`config.mk`:
```
export PLATFORM = sky130hd
export DESIGN_NAME = mem_controller_flat
export DESIGN_NICKNAME = d
export VERILOG_FILES = /design/src/rtl/mem_pkg.sv /design/src/rtl/mem_bus_if.sv /design/src/rtl/mem_wait_counter.sv /design/src/rtl/mem_controller.sv /design/src/flat_wrapper.sv
export SDC_FILE = /design/constraint.sdc
export NUM_CORES = 1
export LEC_CHECK = 0
export ABC_AREA = 1
export BUFFER_PORTS_ARGS = -buffer_cell sky130_fd_sc_hd__buf_2
export CAP_MARGIN = 10
export CORE_MARGIN = 1.5
export CORE_UTILIZATION = 42
export CTS_CLUSTER_DIAMETER = 40
export DETAILED_ROUTE_END_ITERATION = 8
export HOLD_SLACK_MARGIN = 0.1
export PLACE_DENSITY = 0.76
export SETUP_SLACK_MARGIN = 0.2
export SYNTH_ARGS = -nofsm -noshare
export SYNTH_HDL_FRONTEND = slang
export SYNTH_SLANG_ARGS = --single-unit
```
`constraint.sdc`:
```
create_clock -name Clock -period 1.54 [get_ports Clock]
set_input_delay 0.077 -clock Clock [delete_from_list [all_inputs] [get_ports Clock]]
set_output_delay 0.077 -clock Clock [all_outputs]
set_load 0.03 [all_outputs]
```
`src/rtl/mem_pkg.sv`:
```
// Shared types and constants for the data-memory controller.
// State encoding, default timeout, error read value, bus widths.
package mem_pkg;

  typedef enum logic [1:0] {
    IDLE,
    ACCESS,
    DONE
  } memState_t;

  localparam int DefTimeout = 16;
  localparam int ExtAw = 14;
  localparam logic [31:0] ErrRData = 32'h0;

endpackage

```
`src/rtl/mem_bus_if.sv`:
```
// Off-chip memory bus: request side driven by the controller.
// master: ExtCE/ExtWE/ExtAddr/ExtWData out, ExtRData/ExtReady in.
interface mem_bus_if;
  import mem_pkg::*;

  logic             ExtCE;
  logic             ExtWE;
  logic [ExtAw-1:0] ExtAddr;
  logic [31:0]      ExtWData;
  logic [31:0]      ExtRData;
  logic             ExtReady;

  modport master (
    output ExtCE,
    output ExtWE,
    output ExtAddr,
    output ExtWData,
    input  ExtRData,
    input  ExtReady
  );

  modport slave (
    input  ExtCE,
    input  ExtWE,
    input  ExtAddr,
    input  ExtWData,
    output ExtRData,
    output ExtReady
  );

endinterface

```
`src/rtl/mem_wait_counter.sv`:
```
// 8-bit wait counter for an outstanding external access.
// Ports: Clock, Reset, Clear, Enable in; TermCount out.
module mem_wait_counter
  import mem_pkg::*;
#(
  parameter int TIMEOUT = DefTimeout
) (
  input  logic Clock,
  input  logic Reset,
  input  logic Clear,
  input  logic Enable,
  output logic TermCount
);

  logic [7:0] count;

  always_ff @(posedge Clock) begin
    if (Reset || Clear) begin
      count <= 8'd0;
    end else if (Enable) begin
      count <= count + 8'd1;
    end
  end

  // count holds cycles already spent, so the
  // TIMEOUT-th access cycle sees TIMEOUT-1.
  assign TermCount = Enable &&
    (count == 8'(TIMEOUT - 1));

endmodule

```
`src/rtl/mem_controller.sv`:
```
// Turns single-cycle MEM-stage requests into handshaked bus accesses.
// Ports: Clock, Reset, Mem* pipeline side, Stall, errors, bus master.
module mem_controller
  import mem_pkg::*;
#(
  parameter int TIMEOUT = DefTimeout
) (
  input  logic        Clock,
  input  logic        Reset,
  input  logic        MemRead,
  input  logic        MemWrite,
  input  logic [15:0] MemAddr,
  input  logic [31:0] MemWriteData,
  output logic [31:0] MemReadData,
  output logic        Stall,
  output logic        BusError,
  output logic        AlignError,
  mem_bus_if.master   bus
);

  memState_t state;
  logic      req;
  logic      aligned;
  logic      timeUp;

  assign req     = MemRead | MemWrite;
  assign aligned = (MemAddr[1:0] == 2'b00);

  // Stall must rise in the request cycle itself,
  // before any register can react.
  assign Stall = !Reset && (
    (state == IDLE && req && aligned) ||
    (state == ACCESS));

  mem_wait_counter #(
    .TIMEOUT(TIMEOUT)
  ) waitCnt (
    .Clock    (Clock),
    .Reset    (Reset),
    .Clear    (state == IDLE),
    .Enable   (state == ACCESS),
    .TermCount(timeUp)
  );

  always_ff @(posedge Clock) begin
    if (Reset) begin
      state        <= IDLE;
      MemReadData  <= '0;
      BusError     <= 1'b0;
      AlignError   <= 1'b0;
      bus.ExtCE    <= 1'b0;
      bus.ExtWE    <= 1'b0;
      bus.ExtAddr  <= '0;
      bus.ExtWData <= '0;
    end else begin
      AlignError <= 1'b0;
      unique case (state)
        IDLE: begin
          if (req && aligned) begin
            bus.ExtCE    <= 1'b1;
            bus.ExtWE    <= MemWrite;
            bus.ExtAddr  <= MemAddr[15:2];
            bus.ExtWData <= MemWriteData;
            state        <= ACCESS;
          end else if (req) begin
            AlignError  <= 1'b1;
            MemReadData <= ErrRData;
          end
        end
        ACCESS: begin
          // ready wins over a coincident timeout
          if (bus.ExtReady) begin
            if (!bus.ExtWE) begin
              MemReadData <= bus.ExtRData;
            end
            bus.ExtCE <= 1'b0;
            bus.ExtWE <= 1'b0;
            state     <= DONE;
          end else if (timeUp) begin
            if (!bus.ExtWE) begin
              MemReadData <= ErrRData;
            end
            BusError  <= 1'b1;
            bus.ExtCE <= 1'b0;
            bus.ExtWE <= 1'b0;
            state     <= DONE;
          end
        end
        DONE: begin
          // request still on the inputs is the
          // one just served; ignore it
          state <= IDLE;
        end
        default: state <= IDLE;
      endcase
    end
  end

endmodule
```
`src/flat_wrapper.sv`:
```
// flat-port wrapper written by rule: the top's interface ports become plain ports
module mem_controller_flat import mem_pkg::*;
#(
  parameter int TIMEOUT = DefTimeout
)
  (Clock, Reset, MemRead, MemWrite, MemAddr, MemWriteData, MemReadData, Stall, BusError, AlignError, bus_ExtCE, bus_ExtWE, bus_ExtAddr, bus_ExtWData, bus_ExtRData, bus_ExtReady);
  mem_bus_if bus_i ();
  input  logic Clock;
  input  logic Reset;
  input  logic MemRead;
  input  logic MemWrite;
  input  logic [15:0] MemAddr;
  input  logic [31:0] MemWriteData;
  output logic [31:0] MemReadData;
  output logic Stall;
  output logic BusError;
  output logic AlignError;
  output wire logic [$bits(bus_i.ExtCE)-1:0] bus_ExtCE;
  output wire logic [$bits(bus_i.ExtWE)-1:0] bus_ExtWE;
  output wire logic [$bits(bus_i.ExtAddr)-1:0] bus_ExtAddr;
  output wire logic [$bits(bus_i.ExtWData)-1:0] bus_ExtWData;
  input wire logic [$bits(bus_i.ExtRData)-1:0] bus_ExtRData;
  input wire logic [$bits(bus_i.ExtReady)-1:0] bus_ExtReady;
  assign bus_ExtCE = bus_i.ExtCE;
  assign bus_ExtWE = bus_i.ExtWE;
  assign bus_ExtAddr = bus_i.ExtAddr;
  assign bus_ExtWData = bus_i.ExtWData;
  assign bus_i.ExtRData = bus_ExtRData;
  assign bus_i.ExtReady = bus_ExtReady;
  mem_controller #(.TIMEOUT(TIMEOUT)) u_core (.Clock(Clock), .Reset(Reset), .MemRead(MemRead), .MemWrite(MemWrite), .MemAddr(MemAddr), .MemWriteData(MemWriteData), .MemReadData(MemReadData), .Stall(Stall), .BusError(BusError), .AlignError(AlignError), .bus(bus_i));
endmodule
```
Yosys cells after proc, flatten, opt, wreduce, memory -nomap -nowiden
Cells that the tools add are included. Widths: inputs -> output; s select.

Register bits: 92. Latch bits: 0. Memory bits (writable): 0. Bits in read-only memories: 0. Input bits: 85. Output and inout port bits: 83. Logic and storage cells: 55. Memories: 0.

Add/sub/neg operators: 1. Multipliers: 0. Divide/modulo/power cells: 0. Order comparisons: 0. Eq/ne operators: 7. Shift operators: 0. Mux-type cells: 18. Bitwise logic cells: 3. Reduce and logical (&&, ||, !) cells: 17.

Operator list (count): $mux 32 (6); $pmux 32 s2 (1); $add 8x1->8 const B (1); $eq 8x4->1 const B (1); $mux 2 (3); $reduce_and 3->1 (2); $logic_and 1x1->1 (5); $mux 1 (5); $reduce_and 5->1 (1); $logic_not 2->1 (2); $ne 2x1->1 const B (2); $ne 2x2->1 const B (2); $pmux 1 s2 (2); $pmux 2 s2 (1); $reduce_and 2->1 (2); $ne 3x2->1 const B (1); $reduce_or 3->1 (1); $eq 2x1->1 const B (1); $logic_or 1x1->1 (2); $not 1->1 (2); $reduce_bool 2->1 (1); $logic_not 1->1 (1); $or 1x1->1 (1).

Depth between registers and ports, before layout
Depth after elaboration: 5. Depth in mapped cells: 10. Depth with buffers taken out: 9.

Hierarchy
From an unflattened synthesis, not the netlist that was laid out.

Cells, all modules: 500. Area, all modules: 3666.0 µm².

Modules (own cells, without submodules): mem_controller (instances 1, cells each 444, area each 3278.1 µm², sequential area each 1681.6 µm²); mem_wait_counter (instances 1, cells each 56, area each 387.9 µm², sequential area each 160.2 µm²).

Least setup slack after synthesis
OpenSTA, ideal clock, no wires.

Path kind: flip-flop to output port. From: register u_core.state[1]. To: output Stall. Data arrival time: 1.392 ns. Data required time: 1.463 ns. Slack: 0.071 ns. Cell stages (with the launch flop): 5. Buffers on the path: 1. Path through: dfxtp_1 -> nor2_2 -> nand3_2 -> clkbuf_1 -> a21oi_1.

Word-level cells in the longest chain between the ends: 5. Elaborated cells on any way between the ends: 6. Those cells by class: eq/ne: 1; reduce/logical: 5.

RTL lines: start: declaration (line mem_controller.sv:21) `memState_t state;`; start signal: assignment (line mem_controller.sv:47) `state <= IDLE;`; start signal: assignment (line mem_controller.sv:64) `state <= ACCESS;`; start signal: assignment (line mem_controller.sv:78) `state <= DONE;`; $logic_not 2->1 (line mem_controller.sv:32) `(state == IDLE && req && aligned) ||`; $logic_and 1x1->1 (2 in a row) (line mem_controller.sv:32); $logic_or 1x1->1 (*) (line mem_controller.sv:32); $logic_and 1x1->1 (*) (line mem_controller.sv:31) `assign Stall = !Reset && (`; end: declaration (line flat_wrapper.sv:15) `output logic Stall;`.

Mark *: on every way between the ends. The rest lies on a longest branch, timed or not.

Worst setup path in the final report
From: register u_core.state[1]. To: register u_core.MemReadData[13].

Word-level cells in the longest chain between the ends: 4. Elaborated cells on any way between the ends: 10. Those cells by class: eq/ne: 5; mux: 1; reduce/logical: 4.

RTL lines: $eq 2x1->1 (line mem_controller.sv:41, mem_controller.sv:57); $logic_and 1x1->1 (line mem_wait_counter.sv:27) `assign TermCount = Enable &&`; $ne 3x2->1 (no source line); $reduce_and 5->1 (no source line); end signal: assignment (line mem_controller.sv:67) `MemReadData <= ErrRData;`; end signal: assignment (line mem_controller.sv:74) `MemReadData <= bus.ExtRData;`; end signal: assignment (line mem_controller.sv:81) `MemReadData <= ErrRData;`; end: declaration (line mem_controller.sv:14) `output logic [31:0] MemReadData,`.

Parallel ways exist; a longest one is shown, timed or not. A chain may end at the register's enable or synchronous reset.

==> flow_summary_export.csv <==
group,metric,value,unit
pwr,p_int,4.10,mW
synth,yosysMostFrequentCell,"nand2_1",
sta,period_needed,1.54,ns
sta,tightest_slew,0.570,ns
sta,rsz0062_at_grt,"yes",
flow_run,cap_viol_max_count,0,
min_path,min_path_cells,5,
global_routing,grt_pass1_vias,4334,
clock_network,cts_buffers,9,
final_layout,drive_above_1_share,43.1,%
final_layout,syn2layout_area_growth,83.9,%
placed_design,io_buffers,167,
critical_path,worst-path-stages,9,
synth,ys_types,26,
pwr,p_sw,1.96,mW
critical_path,crit_chain,"nor2_4 -> nand3_4 -> buf_8 -> nand2_2 -> nor2_8 -> buf_12 -> nand3_1 -> nand2_1 -> nor2_1",
placed_design,post-place-ws,0.0502,ns
drt,first_pass_iters,7,
clock_network,clk_pin_slew,0.10,ns
pwr,leakage,3.25,nW
floorplan,core_area,0.00864,mm2
final_layout,antenna_cells,0,
synth,yosys_warnings,0,
critical_path,crit_buf_inv,2,
pwr,power.density,886,mW/mm2
final_layout,layout.nets,882,
critical_path,slowest_delay,0.38,ns
critical_path,crit_type,"reg -> reg",
critical_path,start_kind,"register",
sta,hold_violations,0,
clock_network,clkLatencyLatePin,0.35,ns
floorplan,fp.dieW,97.1,um
sta,drv_slew,0,
floorplan,initial_utilization,43.1,%
synth,async_flop_share,0,%
critical_path,crit_path_end_kind,"register",
run_status,outcome,"complete, but fails checks",
clock_network,cts-root-buf,"clkbuf_8",
placed_design,dpl.hpwl,6410,um
critical_path,critPathArrivalTime,1.81,ns
drt,wl_per_cell,17.8,um
sta,slew_headroom,62.0,%
sta,fmax,648,MHz
synth,netlist_instances,520,
drt,route.detailed.drc,0,
drt,num_vias,4753,
clock_network,cts_sinks,92,
synth,yosys.area.top_type,"dfxtp_1",
pwr,switching_share,32.3,%
pwr,pwr-share-comb,28.2,%
pwr,ir_drop,0.000657,V
synth,ys_ff_latch,92,
synth,synth_area_per_cell,7.16,um2
synth,syn_nets,606,
synth,synth_edf_count,0,
pwr,seq_power_share,43.3,%
global_routing,grt_max_degree,48,
clock_network,htree_levels,3,
synth,synth_top_area_share,49.5,%
pwr,power.share.clock,28.5,%
clock_network,clock_path_buffers,2,
sta,period_share,100,%
clock_network,cts_tree,"done",
synth,synth_common_cells,"nand2_1, dfxtp_1, a21oi_1, nor2_1, nand3_1",
floorplan,num_rows,34,
final_layout,finish.utilization,79.3,%
synth,syn-cell-area,0.00372,mm2
synth,synth_ff_type,"dfxtp_1",
critical_path,r2r_cells,9,
critical_path,timing.critical_path.fanout_max,12,
drt,avgViaCountPerCell,5.23,
sta,setup-tns-final,-0.00367,ns
sta,worst_slack,-0.00367,ns
global_routing,overflow,0,
global_routing,antenna_found_initial,0,
floorplan,ios,168,
critical_path,critPathSlowestCell,"dfxtp_4",
drt,wl,16200,um
global_routing,grt_pass1_wl,20500,um
synth,ys_top_cells_by_area,"dfxtp_1, nand2_1, a21oi_1",
sta,finalSetupViolations,1,
drt,drt_iter0_markers,233,
min_path,hp-class,"in -> reg",
global_routing,track_usage,26.5,%
synth,yosysSeqAreaShare,49.5,%
floorplan,die_h,97.1,um
critical_path,worstPathRequired,1.80,ns
placed_design,finalWeightedCongestion,0.833,
floorplan,dieArea,0.00944,mm2
critical_path,critPathTopFamily,"simple AND/OR/NAND/NOR gates",
run_status,violations,"setup timing",
sta,fin_worst_skew,0.0111,ns
drt,ant_nets,0,
==> worst reg2reg max path, cell delays in order, from the launching register on <==
cell and delay (ns):
dfxtp_4 0.38, nor2_4 0.15, nand3_4 0.12, buf_8 0.16, nand2_2 0.10, nor2_8 0.07, buf_12 0.15, nand3_1 0.10
nand2_1 0.08, nor2_1 0.15
==> metal layers <==
metal / vias up / part of all wire [%] / global-route usage [%]
met5: - / 0 / 0
met3: 50 / 8.3 / 6.83
met2: 299 / 51 / 47.4
met4: 0 / 3.8 / 6.91
li1: 2206 / - / -
met1: 2198 / 37 / 31.3
==> power by group through the flow <==
stage	clock network, mW	registers, mW	logic [mW]
2_1_floorplan	0	2.92	0.468
6_report	1.73	2.63	1.71
3_5_place_dp	0	2.65	1.07
5_1_grt	1.84	2.64	1.81
3_3_place_gp	0	2.64	1.04
4_1_cts	1.74	2.60	1.33
==> metrics by stage <==
step | hold WS, ns | area (um2) | instances | total power [mW]
6_report | 0.203 | 6850 | 909 | 6.06
3_3_place_gp | 0.320 | 4680 | 772 | 3.69
3_5_place_dp | 0.331 | 4680 | 772 | 3.72
4_1_cts | 0.178 | 6050 | 890 | 5.67
5_1_grt | 0.233 | 6850 | 909 | 6.29
2_1_floorplan | 0.212 | 3770 | 520 | 3.39
==> flip-flops by register name, summed over array words and instances, names as in the netlist <==
signal                flops
u_core.bus.ExtAddr       14
u_core.bus.ExtCE          1
u_core.state              2
u_core.waitCnt.count      8
u_core.BusError           1
u_core.bus.ExtWE          1
u_core.AlignError         1
u_core.MemReadData       32
u_core.bus.ExtWData      32
==> cell type report <==
type,count,area [um2]
inverters,24,109
well taps,108,135
fillers,503,1790
clock inverters,5,58.8
multi-input cells,374,2160
flip-flops and latches,92,1850
repair buffers,295,2370
clock buffers,11,151
==> cells in the final DEF, fill, tap and decap left out, types with 3 or more instances in the layout <==
cell type,synthesis,final
a21oi_1,76,29
a21oi_2,0,43
a21oi_4,0,4
buf_12,0,12
buf_2,6,166
buf_4,7,19
buf_6,3,4
buf_8,0,3
clkbuf_16,0,8
clkbuf_8,0,11
dfxtp_1,92,87
dfxtp_2,0,3
dlygate4sd3_1,0,81
inv_1,21,21
nand2_1,180,143
nand2_2,1,19
nand2_4,1,20
nand3_1,27,25
nand3_4,0,6
nor2_1,66,59
nor2_2,2,4
nor2_4,0,5
o21ai_0,4,3
==> path summary, 6_finish.rpt <==
path | slack (ns) | from | endpoint
worst min register to register | 0.46 | u_core.BusError | u_core.BusError
worst max register to register | -0.004 | u_core.state[1] | u_core.MemReadData[13]
worst max-delay path | -0.004 | u_core.state[1] | u_core.MemReadData[13]
worst min-delay path | 0.20 | bus_ExtReady | u_core.MemReadData[8]
==> cell families after synthesis <==
family | share of synthesized area [%]
fa+ha+maj | 0.336
flops | 49.5
xor+xnor | 0.235
simple gates | 31.1
compound gates | 11.6
buf+inv | 7.26
==> repair_timing <==
action	in CTS	in global routing
gates cloned	5	14
buffers inserted	16	6
gates resized for setup	22	132
setup endpoints to repair	82	86
hold buffers	81	0
endpoints found under the hold margin	81	0
pin swaps	5	47
Power figures use the tool's default switching activity.
